==> config.mk <==
export PLATFORM = sky130hd
export DESIGN_NAME = tick_slot_scheduler
export DESIGN_NICKNAME = d
export VERILOG_FILES = /design/src/rtl/tick_sched_pkg.sv /design/src/rtl/tick_prescaler.sv /design/src/rtl/tick_slot_scheduler.sv
export SDC_FILE = /design/constraint.sdc
export NUM_CORES = 1
export LEC_CHECK = 0
export BUFFER_PORTS_ARGS = -buffer_cell sky130_fd_sc_hd__buf_2
export CORE_MARGIN = 2
export CORE_UTILIZATION = 40
export CTS_CLUSTER_DIAMETER = 120
export DETAILED_ROUTE_END_ITERATION = 12
export PLACE_DENSITY_LB_ADDON = 0.15
export REMOVE_ABC_BUFFERS = 1
export SLEW_MARGIN = 20
export SYNTH_ARGS = -nofsm -noshare
export SYNTH_HDL_FRONTEND = slang
export SYNTH_SLANG_ARGS = --single-unit
==> constraint.sdc <==
create_clock -name clk -period 2.3 [get_ports clk]
set_input_delay 0.345 -clock clk [delete_from_list [all_inputs] [get_ports clk]]
set_output_delay 0.345 -clock clk [all_outputs]
set_load 0.005 [all_outputs]
==> src/rtl/tick_sched_pkg.sv <==
// Shared types and helpers for the tick-driven round-robin slot scheduler.
package tick_sched_pkg;

   localparam int unsigned MAX_N = 32;
   localparam int unsigned IDX_W = 5;

   typedef enum logic {S_IDLE, S_SERVE} state_t;

   typedef struct packed {
      logic             found;
      logic [IDX_W-1:0] idx;
   } pick_t;

   function automatic int unsigned calc_div(input int unsigned clk_hz, input int unsigned tick_hz);
      return clk_hz / tick_hz;
   endfunction

   function automatic int unsigned calc_sw(input int unsigned n);
      return (n > 1) ? $clog2(n) : 1;
   endfunction

   // Search last+1, last+2, ..., last (mod n); the first set request wins.
   function automatic pick_t rr_pick(input logic [MAX_N-1:0] req, input int unsigned n,
                                     input int unsigned last);
      pick_t       p;
      int unsigned i;
      p = '0;
      for (int unsigned k = 1; k <= MAX_N; k++) begin
         if (k <= n && !p.found) begin
            i = last + k;
            if (i >= n) i = i - n;
            if (req[i[IDX_W-1:0]]) begin
               p.found = 1'b1;
               p.idx   = i[IDX_W-1:0];
            end
         end
      end
      return p;
   endfunction

endpackage

==> src/rtl/tick_prescaler.sv <==
// Divides clk by DIV: one-cycle tick pulse plus a 50% duty clkout square wave.
module tick_prescaler #(
   parameter int unsigned DIV = 10
) (
   input  logic clk,
   input  logic reset,
   input  logic en,
   output logic tick,
   output logic clkout,
   output logic tick_edge_c
);

   localparam int unsigned CW = $clog2(DIV);
   localparam logic [CW-1:0] LAST = CW'(DIV - 1);
   localparam logic [CW-1:0] HALF = CW'(DIV / 2 - 1);

   if (DIV < 2 || (DIV % 2) != 0) begin : g_bad_div
      $fatal(1, "tick_prescaler: DIV must be even and >= 2");
   end

   logic [CW-1:0] cnt;

   assign tick_edge_c = en && (cnt == LAST);

   always_ff @(posedge clk or posedge reset) begin
      if (reset) begin
         cnt    <= '0;
         tick   <= 1'b0;
         clkout <= 1'b0;
      end else begin
         tick <= tick_edge_c;
         if (en) begin
            cnt <= (cnt == LAST) ? '0 : cnt + CW'(1);
            if (cnt == HALF || cnt == LAST) clkout <= ~clkout;
         end
      end
   end

endmodule

==> src/rtl/tick_slot_scheduler.sv <==
// Round-robin time-slot scheduler: re-arbitrates requesters once per prescaler tick.
module tick_slot_scheduler
   import tick_sched_pkg::*;
#(
   parameter  int unsigned CLK_HZ  = 100_000_000,
   parameter  int unsigned TICK_HZ = 1000,
   parameter  int unsigned N       = 4,
   localparam int unsigned DIV     = calc_div(CLK_HZ, TICK_HZ),
   localparam int unsigned SW      = calc_sw(N)
) (
   input  logic          clk,
   input  logic          reset,
   input  logic          en,
   input  logic [N-1:0]  req,
   output logic [N-1:0]  grant,
   output logic [SW-1:0] slot,
   output logic          tick,
   output logic          clkout,
   output logic          active
);

   if (DIV < 2 || (DIV % 2) != 0 || N < 1 || N > MAX_N) begin : g_bad_cfg
      $fatal(1, "tick_slot_scheduler: invalid DIV or N");
   end

   state_t state;
   logic   tick_edge_c;
   pick_t  pick_c;

   tick_prescaler #(.DIV(DIV)) u_prescaler (
      .clk         (clk),
      .reset       (reset),
      .en          (en),
      .tick        (tick),
      .clkout      (clkout),
      .tick_edge_c (tick_edge_c)
   );

   always_comb pick_c = rr_pick(MAX_N'(req), N, 32'(slot));

   assign active = (state == S_SERVE);

   // Grant, slot and state only move on tick edges, so each grant lasts a full period.
   always_ff @(posedge clk or posedge reset) begin
      if (reset) begin
         state <= S_IDLE;
         grant <= '0;
         slot  <= SW'(N - 1);
      end else if (tick_edge_c) begin
         if (pick_c.found) begin
            state <= S_SERVE;
            grant <= N'(1) << pick_c.idx;
            slot  <= SW'(pick_c.idx);
         end else begin
            state <= S_IDLE;
            grant <= '0;
         end
      end
   end

endmodule

==> run summary, run 1 <==
* number of endpoints with negative hold slack in the final report: 0
* endpoint of the worst register-to-register path: slot[1]
* area fraction of the dominant cell type after synthesis: 37.80%
* share of the synthesized area in compound gates (AO/OA/AOI/OAI): 13.23%
* Reg2Reg Depth: 6
* sequential share of power: 50.1%
* final setup skew: 0.001496 ns
* Final Critical Period: 2.132 ns
* highest attainable clock frequency: 469.0 MHz
* most frequent cells after synthesis: 24 x sky130_fd_sc_hd__dfrtp_1, 15 x sky130_fd_sc_hd__nand2_1, 11 x sky130_fd_sc_hd__nor2_1, 10 x sky130_fd_sc_hd__xnor2_1, 7 x sky130_fd_sc_hd__nand3_1
* WP buf/inv: 1
* highest routed layer: met4
* critical register-to-register path startpoint: slot[0]
* switching power summed over all nets: 0.0003398 W
* RSZ-0062 raised after global routing: false
* standard cell with the maximum stage delay on the critical path: sky130_fd_sc_hd__dfstp_2
* fraction of registers with async set/reset: 100.0%
* Met3 Wirelength: 84 µm
* number of buffers inserted during clock tree synthesis: 3
* count of unique library cells instantiated by Yosys: 47
* row count: 22
* final setup violation count: 0
* CTS clk-pin slew, worst paths: 0.09 ns
* post-synthesis simple-gate area fraction: 21.97%
* Int Pwr: 0.0008465 W
* top post-synthesis cells by area: sky130_fd_sc_hd__dfrtp_1 38%, sky130_fd_sc_hd__xnor2_1 5.5%, sky130_fd_sc_hd__ha_1 4.7%
* diode count: 0
* Starting Density: 42.45%
* Layout area overhead: 14.09%
* worst hold margin: 0.1134 ns
* CTS H-tree lvls: 1
* TritonCTS clock tree: yes
* delay of the slowest cell on the worst path: 0.54 ns
* HPWL reported at the end of detailed placement: 2.422 mm
* Detailed Route WL: 3.235 mm
* required arrival time at the worst endpoint: 2.51 ns
* remaining antenna violation count: 0
* number of detailed-routing iterations run before antenna repair: 4
* Total Die Area: 4493 µm²
* most numerous cell in the Yosys netlist: sky130_fd_sc_hd__dfrtp_1
* post-CTS setup buffer count: 0
* Comb pwr share: 17.6%
* power per cell area: 654.3 nW/µm²
* Worst Setup Path Type: flip-flop to flip-flop
* combinational family with the most area after synthesis: simple AND/OR/NAND/NOR gates
* sum of routed wire segments on met1: 1.485 mm
* Clk pwr share: 32.3%
* proportion of synthesized area in mux cells: 7.244%
* cell family with most CP delay: multiplexers
* actual transition at the worst max-transition pin: 0.3947 ns
* Layout Nets: 186
* highest net fanout along the worst path: 7
* share of the cycle needed by the critical path after routing: 92.69%
* number of max-slew violations in the final report: 0
* sequential cell area in the final layout: 653.1 µm²
* weighted congestion reported at the end of routability-driven placement: 0.8727
* warning count from the yosys run: 0
* Cell Area, Synth: 1589 µm²
* detailed-route via count: 1221
* worst voltage drop across the vdd grid: 0.4917 mV
* reg2reg setup slack: 0.17 ns
* wire length of the first global-routing pass: 5.526 mm
* number of primary I/O pins: 16
* CP startpoint kind: flip-flop
* Slew Limit Headroom: 73.62%
* classification of the worst-slack hold path: input port to asynchronous set/reset pin
* max capacitance violation total: 0
* finished layout cell area: 1813 µm²
* CP Data Arrival Time: 2.34 ns
* maximum clock path buffer count: 2
* Met2 Routed Length: 1.620 mm
* number of remaining DRC errors: 0
* ratio of routed vias to standard cells: 5.550
* area after detailed placement: 1734 µm²
* chip width: 67.03 µm
* flip-flop and latch count after synthesis: 26
* Clock Tree Root: sky130_fd_sc_hd__clkbuf_8
* sinks on the clock net: 26
* average detailed-routed wire length per instance: 14.70 µm
* most instantiated flip-flop cell in the synthesis netlist: sky130_fd_sc_hd__dfrtp_1
* setup TNS: 0 ns
* footprint of the multi-input gates: 897.1 µm²
* pin count of the biggest net entering global routing: 27
* layout cell share with drive strength beyond 1: 22.09%
* vias in the first global route: 1198
* initial detailed-routing violation count: 52
* switching power share of the total: 28.64%
* adder-cell area share of the yosys netlist: 4.724%
* mean area per synthesized cell: 10.52 µm²
* portion of the post-synthesis area used by sequential elements: 41.10%
* Gate Count Post-Synth: 151
* PortBufs: 15
* sequence of cells on the critical path: inv_1 > ha_1 > mux4_2 > a21o_1 > o31ai_4 > mux2i_1
* clock latency of the later-clocked register in the worst-skew pair: 0.27 ns
* type of destination of the critical path: flip-flop
* total track usage: 16.53%
* core region area: 3744 µm²
* number of fill cells: 377
* GRT overflow: 0
* count of flip-flops with a built-in enable after synthesis: 0
* Static Leakage: 0.8306 nW
* height of the die: 67.03 µm
* cell taking the most area after synthesis: sky130_fd_sc_hd__dfrtp_1
* number of antenna violations at the first check in global routing: 0
* Synth Area in XOR/XNOR: 8.819%
* result of the run: finished clean
-- flip-flops by register name, indices dropped and copies added, names as in the netlist --
name                flops
active                  1
grant                   4
slot                    2
u_prescaler.clkout      1
u_prescaler.cnt        17
u_prescaler.tick        1
-- kinds of logic (layout without fill, tap and decap cells) --
family          Yosys count  count (layout)
buf+inv                   8              29
mux                       8               8
compound gates           21              21
xor+xnor                 16              16
simple gates             66              66
flops                    26              26
fa+ha+maj                 6               6
-- power groups by stage --
| stage | Combinational, W | Sequential, W | Clock (W) |
|---|---|---|---|
| 3_5_place_dp | 0.000212 | 0.000601 | 0 |
| 3_3_place_gp | 0.000204 | 0.000600 | 0 |
| 5_1_grt | 0.000250 | 0.000608 | 0.000414 |
| 4_1_cts | 0.000212 | 0.000592 | 0.000397 |
| 2_1_floorplan | 0.000166 | 0.000580 | 0 |
| 6_report | 0.000208 | 0.000595 | 0.000383 |
-- per-layer routing --
| metal | up-vias | GRT usage, % |
|---|---|---|
| li1 | 597 | - |
| met1 | 601 | 21.56 |
| met2 | 18 | 27.48 |
| met3 | 5 | 2.365 |
| met4 | 0 | 6.378 |
| met5 | - | 0 |
-- per-stage QoR --
step                cells  utilization (%)  setup slack, ns  total power, W
global route          220            48.43         0.005757        0.001272
floorplan             148                -           0.1141       0.0007458
global placement      216            46.32           0.2018       0.0008041
CTS                   220            48.23           0.1167        0.001201
finish                220            48.43           0.1680        0.001186
detailed placement    216            46.32           0.1315       0.0008124
-- tightest hold or removal path, stage by stage --
cell and delay (ns):
sky130_fd_sc_hd__buf_2 0.09, sky130_fd_sc_hd__inv_1 0.04, sky130_fd_sc_hd__buf_4 0.31
-- cell type report --
cell class | count | area share, %
timing repair buffer | 20 | 6.211
clock inverter | 1 | 1.656
clock buffer | 3 | 2.277
multi-input combinational | 117 | 49.48
inverter | 5 | 1.035
tap | 48 | 3.313
sequential | 26 | 36.02
-- what timing repair did --
item,in CTS,in global routing
setup endpoints to repair,0,1
hold endpoints to repair,0,0
hold buffers,0,0
resized for setup,0,1
-- how the worst max path moves through the flow --
stage / slack [ns] / start / depth (start not counted) / endpoint
floorplan: 0.11 / slot[0] / 6 / slot[1]
global placement: 0.20 / slot[0] / 7 / grant[3]
detailed placement: 0.13 / slot[0] / 7 / grant[3]
CTS: 0.12 / slot[0] / 7 / grant[3]
global route: 0.006 / slot[0] / 7 / slot[0]
finish: 0.17 / slot[0] / 6 / slot[1]
-- cell usage in the layout (no fill, tap or decap), types with 2 or more instances in the layout --
cell type and count:
sky130_fd_sc_hd__dfrtp_1 24, sky130_fd_sc_hd__nand2_1 15, sky130_fd_sc_hd__buf_2 15, sky130_fd_sc_hd__nor2_1 11, sky130_fd_sc_hd__xnor2_1 10, sky130_fd_sc_hd__nand3_1 7
sky130_fd_sc_hd__nor3_1 6, sky130_fd_sc_hd__xor2_1 6, sky130_fd_sc_hd__ha_1 6, sky130_fd_sc_hd__inv_1 5, sky130_fd_sc_hd__nor4_1 5, sky130_fd_sc_hd__buf_4 5
sky130_fd_sc_hd__and3_1 4, sky130_fd_sc_hd__nand4_1 4, sky130_fd_sc_hd__mux2i_1 4, sky130_fd_sc_hd__o21ai_1 4, sky130_fd_sc_hd__or3_1 3, sky130_fd_sc_hd__clkbuf_8 3
sky130_fd_sc_hd__a21o_1 2, sky130_fd_sc_hd__o211ai_1 2, sky130_fd_sc_hd__o21ai_0 2, sky130_fd_sc_hd__dfstp_2 2
Power figures use the tool's default switching activity.
==> run 2, diff against run 1 <==
Settings changed: BUFFER_PORTS_ARGS -buffer_cell sky130_fd_sc_hd__buf_2 to unset, DONT_BUFFER_PORTS set to 1.
==> run summary, run 2 (same netlist as run 1, synthesis figures left out) <==
* result of the run: finished clean
* actual transition at the worst max-transition pin: 0.4059 ns, +0.01123 ns
* height of the die: 67.03 µm, unchanged
* fin cells: 205, -6.8%
* Clk pwr share: 26.9%, -5.4 points
* diode count: 0, unchanged
* power per cell area: 631.7 nW/µm², -3.5%
* remaining antenna violation count: 0, unchanged
* maximum clock path buffer count: 2, unchanged
* total track usage: 15.97%, -0.56 points
* sinks on the clock net: 26, unchanged
* Layout area overhead: 8.504%
* average detailed-routed wire length per instance: 15.67 µm, +6.6%
* share of the cycle needed by the critical path after routing: 92.39%, -0.30 points
* layout cell share with drive strength beyond 1: 15.29%, -6.8 points
* number of fill cells: 384, +1.9%
* HPWL reported at the end of detailed placement: 2.349 mm, -3.0%
* Clock Tree Root: sky130_fd_sc_hd__clkbuf_8
* chip width: 67.03 µm, unchanged
* Placed Cells incl. Taps: 201, -6.9%
* switching power summed over all nets: 0.0003266 W, -3.9%
* Detailed Route WL: 3.212 mm, -0.71%
* final setup violation count: 0, unchanged
* highest attainable clock frequency: 470.6 MHz, +0.33%
* number of primary I/O pins: 16, unchanged
* number of remaining DRC errors: 0, unchanged
* most used cells in the layout excluding fill and tap cells: 24 x sky130_fd_sc_hd__dfrtp_1, 15 x sky130_fd_sc_hd__nand2_1, 11 x sky130_fd_sc_hd__nor2_1
* Slew Limit Headroom: 72.87%, -0.75 points
* cts-stage hold buffer count: 0, unchanged
* number of antenna violations at the first check in global routing: 0, unchanged
* standard cell with the maximum stage delay on the critical path: sky130_fd_sc_hd__dfstp_2
* wire length of the first global-routing pass: 5.554 mm, +0.51%
* final setup skew: 0.008682 ns, +0.007186 ns
* delay of the slowest cell on the worst path: 0.54 ns, about the same
* sequence of cells on the critical path: inv_1 > ha_2 > mux4_2 > nand2_2 > o211ai_1 > a32oi_2 > a21boi_1
* max capacitance violation total: 0, unchanged
* row count: 22, unchanged
* CTS H-tree lvls: 1, unchanged
* number of buffers inserted during clock tree synthesis: 3, unchanged
* highest net fanout along the worst path: 7, unchanged
* Int Pwr: 0.0007626 W, -9.9%
* CP Data Arrival Time: 2.32 ns, -0.02 ns
* Layout Nets: 171, -8.1%
* number of max-slew violations in the final report: 0, unchanged
* clock latency of the later-clocked register in the worst-skew pair: 0.27 ns, about the same
* Static Leakage: 0.7532 nW, -9.3%
* CP startpoint kind: flip-flop
* number of endpoints with negative hold slack in the final report: 0, unchanged
* Final Critical Period: 2.125 ns, -0.006916 ns
* post-CTS setup buffer count: 0, unchanged
* sequential share of power: 54.6%, +4.5 points
* required arrival time at the worst endpoint: 2.49 ns, -0.02 ns
* TritonCTS clock tree: yes
* GRT overflow: 0, unchanged
* most flop-heavy register: u_prescaler.cnt
* worst voltage drop across the vdd grid: 0.4446 mV, -9.6%
* Total Die Area: 4493 µm², unchanged
* Starting Density: 42.45%, unchanged
* largest registers: u_prescaler.cnt x17, grant x4, slot x2
* Resized Gates After CTS: 0, unchanged
* most frequent standard cell in the layout excluding fill and tap cells: sky130_fd_sc_hd__dfrtp_1
* PortBufs: 0, -15
* type of destination of the critical path: flip-flop
* vias in the first global route: 1189, -0.75%
* switching power share of the total: 29.98%, +1.3 points
* number of detailed-routing iterations run before antenna repair: 4, unchanged
* initial detailed-routing violation count: 23, -56%
* Largest register FFs: 17, unchanged
* ratio of routed vias to standard cells: 5.580, +0.55%
* classification of the worst-slack hold path: input port to asynchronous set/reset pin
* Comb pwr share: 18.5%, +0.9 points
* setup TNS: 0 ns, unchanged
* Worst Setup Path Type: flip-flop to flip-flop
* pin count of the biggest net entering global routing: 27, unchanged
* RSZ-0062 raised after global routing: false
* weighted congestion reported at the end of routability-driven placement: 0.8460, -3.1%
* detailed-route via count: 1144, -6.3%
* core region area: 3744 µm², unchanged
* CTS clk-pin slew, worst paths: 0.09 ns, about the same
==> run 2: worst max-delay path: cells and delay by family, from the launching register on <==
kind / cells / cell delay (ns)
mux: 1 / 0.34
simple gates: 1 / 0.13
compound gates: 3 / 0.56
fa+ha+maj: 1 / 0.40
buf+inv: 1 / 0.10
flops: 1 / 0.54
==> run 2: worst paths after layout <==
kind | startpoint | endpoint | slack [ns] | cells after the start
setup / recovery | slot[0] | slot[0] | 0.17 | 7
setup reg to reg | slot[0] | slot[0] | 0.17 | 7
min in group clk | en | u_prescaler.cnt[2] | 0.23 | 2
hold / removal | reset | u_prescaler.cnt[5] | 0.009 | 2
max in group asynchronous | reset | slot[1] | 1.98 | 2
hold reg to reg | u_prescaler.clkout | u_prescaler.clkout | 0.51 | 1
==> run 2: power groups by stage <==
stage	registers, W	clock network, W	logic [W]
3_3_place_gp	0.000600	0	0.000198
6_report	0.000595	0.000293	0.000202
5_1_grt	0.000605	0.000321	0.000227
2_1_floorplan	0.000580	0	0.000166
3_5_place_dp	0.000601	0	0.000201
4_1_cts	0.000592	0.000301	0.000204
==> run 2: cell type report <==
type | count | area (µm²) | area share (%)
Timing Repair Buffer | 5 | 37.54 | 2.177
Sequential cell | 26 | 653.1 | 37.88
Multi-Input combinational cell | 117 | 899.6 | 52.18
Clock buffer | 4 | 55.05 | 3.193
Tap cell | 48 | 60.06 | 3.483
Inverter | 5 | 18.77 | 1.089
==> run 2: per-stage QoR <==
stage,setup WS (ns),util [%],hold slack (ns),total power [W],cell area (µm²)
2_1_floorplan,0.1141,-,0.3835,0.0007458,1562
3_3_place_gp,0.1453,44.32,0.3100,0.0007982,1659
3_5_place_dp,0.1011,44.32,0.3141,0.0008023,1659
4_1_cts,0.08377,45.79,0.01783,0.001097,1714
5_1_grt,0.02623,46.06,0.03524,0.001153,1724
6_report,0.1749,46.06,0.008950,0.001089,1724
==> run 2: routing by layer <==
metal	vias to the layer above	track usage, %	wire length (µm)
li1	562	-	-
met3	4	2.365	98
met2	12	26.36	1551
met4	0	5.612	37
met5	-	0	0
met1	566	21.15	1525
==> run 3, diff against run 2 <==
Settings changed: CORE_ASPECT_RATIO set to 0.5.
Clock period 2.3 ns to 2 ns, I/O delays scaled along.
==> run summary, run 3 (same netlist as run 1, synthesis figures left out) <==
* result of the run: finished, violations left
* violations in the final reports: setup timing
* Layout Nets: 187, +9.4%
* clock latency of the later-clocked register in the worst-skew pair: 0.27 ns, about the same
* most frequent standard cell in the layout excluding fill and tap cells: sky130_fd_sc_hd__dfrtp_1
* row count: 16, -27%
* ratio of routed vias to standard cells: 5.493, -1.6%
* fin cells: 227, +11%
* number of remaining DRC errors: 0, unchanged
* Detailed Route WL: 3.638 mm, +13%
* HPWL reported at the end of detailed placement: 2.552 mm, +8.7%
* CTS clk-pin slew, worst paths: 0.09 ns, about the same
* Final Critical Period: 2.023 ns, -0.1021 ns
* number of detailed-routing iterations run before antenna repair: 4, unchanged
* number of max-slew violations in the final report: 0, unchanged
* met1 Resource Use GR: 20.72%, -0.43 points
* Placed Cells incl. Taps: 219, +9.0%
* remaining antenna violation count: 0, unchanged
* maximum clock path buffer count: 2, unchanged
* standard cell with the maximum stage delay on the critical path: sky130_fd_sc_hd__dfstp_2
* PortBufs: 0, unchanged
* number of endpoints with negative hold slack in the final report: 0, unchanged
* wire length of the first global-routing pass: 5.968 mm, +7.5%
* grt met3 use: 3.271%, +0.91 points
* RSZ-0062 raised after global routing: true
* overall power consumption: 0.001240 W, +14%
* layout cell share with drive strength beyond 1: 32.95%, +18 points
* actual transition at the worst max-transition pin: 0.4622 ns, +0.05629 ns
* number of fill cells: 354, -7.8%
* largest registers: u_prescaler.cnt x17, grant x4, slot x2
* Starting Density: 41.13%, -1.3 points
* power per cell area: 619.1 nW/µm², -2.0%
* detailed-route via count: 1247, +9.0%
* number of antenna violations at the first check in global routing: 0, unchanged
* initial detailed-routing violation count: 61, +170%
* share of the cycle needed by the critical path after routing: 101.1%, +8.8 points
* height of the die: 48.57 µm, -28%
* total track usage: 16.59%, +0.62 points
* most used cells in the layout excluding fill and tap cells: 24 x sky130_fd_sc_hd__dfrtp_1, 15 x sky130_fd_sc_hd__buf_4, 13 x sky130_fd_sc_hd__nand2_1
* classification of the worst-slack hold path: input port to flip-flop
* max capacitance violation total: 0, unchanged
* Worst Setup Path Type: flip-flop to flip-flop
* worst slack at placement: -0.1115 ns, -0.2126 ns
* core region area: 3864 µm², +3.2%
* highest net fanout along the worst path: 7, unchanged
* met2 capacity usage during global routing: 29.83%, +3.5 points
* GRT overflow: 0, unchanged
* CTS H-tree lvls: 1, unchanged
* vias in the first global route: 1270, +6.8%
* sinks on the clock net: 26, unchanged
* worst voltage drop across the vdd grid: 0.3162 mV, -29%
* worst hold margin: 0.1799 ns, +0.1710 ns
* Layout area overhead: 26.06%
* required arrival time at the worst endpoint: 2.17 ns, -0.32 ns
* diode count: 0, unchanged
* Largest register FFs: 17, unchanged
* Clock Tree Root: sky130_fd_sc_hd__clkbuf_8
* most flop-heavy register: u_prescaler.cnt
* sequence of cells on the critical path: buf_8 > mux4_2 > a21o_1 > o31ai_4 > buf_4 > nand2_2
* number of primary I/O pins: 16, unchanged
* global route hottest layer: met2
* final worst slack: -0.02294 ns, -0.1979 ns
* CP startpoint kind: flip-flop
* weighted congestion reported at the end of routability-driven placement: 0.7392, -13%
* pin count of the biggest net entering global routing: 16, -41%
* chip width: 93.14 µm, +39%
* Slew Limit Headroom: 69.15%, -3.7 points
* TritonCTS clock tree: yes
* number of buffers inserted during clock tree synthesis: 3, unchanged
* final setup skew: 0.004073 ns, -0.004609 ns
* delay of the slowest cell on the worst path: 0.58 ns, +0.04 ns
* final setup violation count: 4, +4
* highest attainable clock frequency: 494.3 MHz, +5.0%
* Static Leakage: 0.8583 nW, +14%
* CP Data Arrival Time: 2.19 ns, -0.13 ns
* type of destination of the critical path: flip-flop
* average detailed-routed wire length per instance: 16.03 µm, +2.3%
* Total Die Area: 4524 µm², +0.68%
* share of the core filled with cells in the final layout: 51.85%, +5.8 points
* reg2reg setup slack: -0.02 ns, -0.20 ns
## run 3: where the power goes
part	switching, W	internal (W)	total [W]
Sequential	0.0000811	0.000595	0.000676
Combinational	0.000140	0.000124	0.000264
Clock	0.000157	0.000142	0.000300
## run 3: repair_timing
item                       4_1_cts  5_1_grt
pin swaps                        6        8
resized for setup               13       23
hold buffers                     1        0
buffers inserted                 0        3
setup endpoints to repair        7        8
hold endpoints to repair         9        0
cloned                           1        0
## run 3: through the flow
stage                TNS, ns  cell area, µm²
CTS                 -0.02605            1891
finish              -0.05059            2003
global placement     -0.2785            1757
floorplan             -1.107            1562
global route         -0.5188            2003
detailed placement   -0.3919            1757
## run 3: area by class of cell
type | instances | area (µm²) | area share [%]
Multi-Input combinational cell | 117 | 1020 | 50.91
Tap cell | 54 | 67.56 | 3.373
Inverter | 5 | 18.77 | 0.9369
Sequential cell | 26 | 653.1 | 32.60
Clock buffer | 4 | 45.04 | 2.249
Timing Repair Buffer | 21 | 198.9 | 9.931
## run 3: final timing paths
path                                        to  cells past startpoint                 from
setup / recovery                        active                      6              slot[0]
hold / removal              u_prescaler.cnt[2]                      2                   en
setup reg to reg                        active                      6              slot[0]
hold reg to reg            u_prescaler.cnt[13]                      1  u_prescaler.cnt[13]
max in group asynchronous  u_prescaler.cnt[12]                      3                reset
min in group asynchronous     u_prescaler.tick                      2                reset
## run 3: per-layer routing
| layer | up-vias | routed length (µm) |
|---|---|---|
| li1 | 595 | - |
| met1 | 610 | 1634 |
| met2 | 34 | 1854 |
| met3 | 8 | 99 |
| met4 | 0 | 51 |
| met5 | - | 0 |
## run 3: worst max-delay path, delay by kind of cell, from the launching register on
| family | cells | cell delay, ns |
|---|---|---|
| multiplexers | 1 | 0.56 |
| buffers and inverters | 2 | 0.32 |
| AND/OR/NAND/NOR | 1 | 0.04 |
| flip-flops | 1 | 0.58 |
| AO/OA/AOI/OAI | 2 | 0.43 |
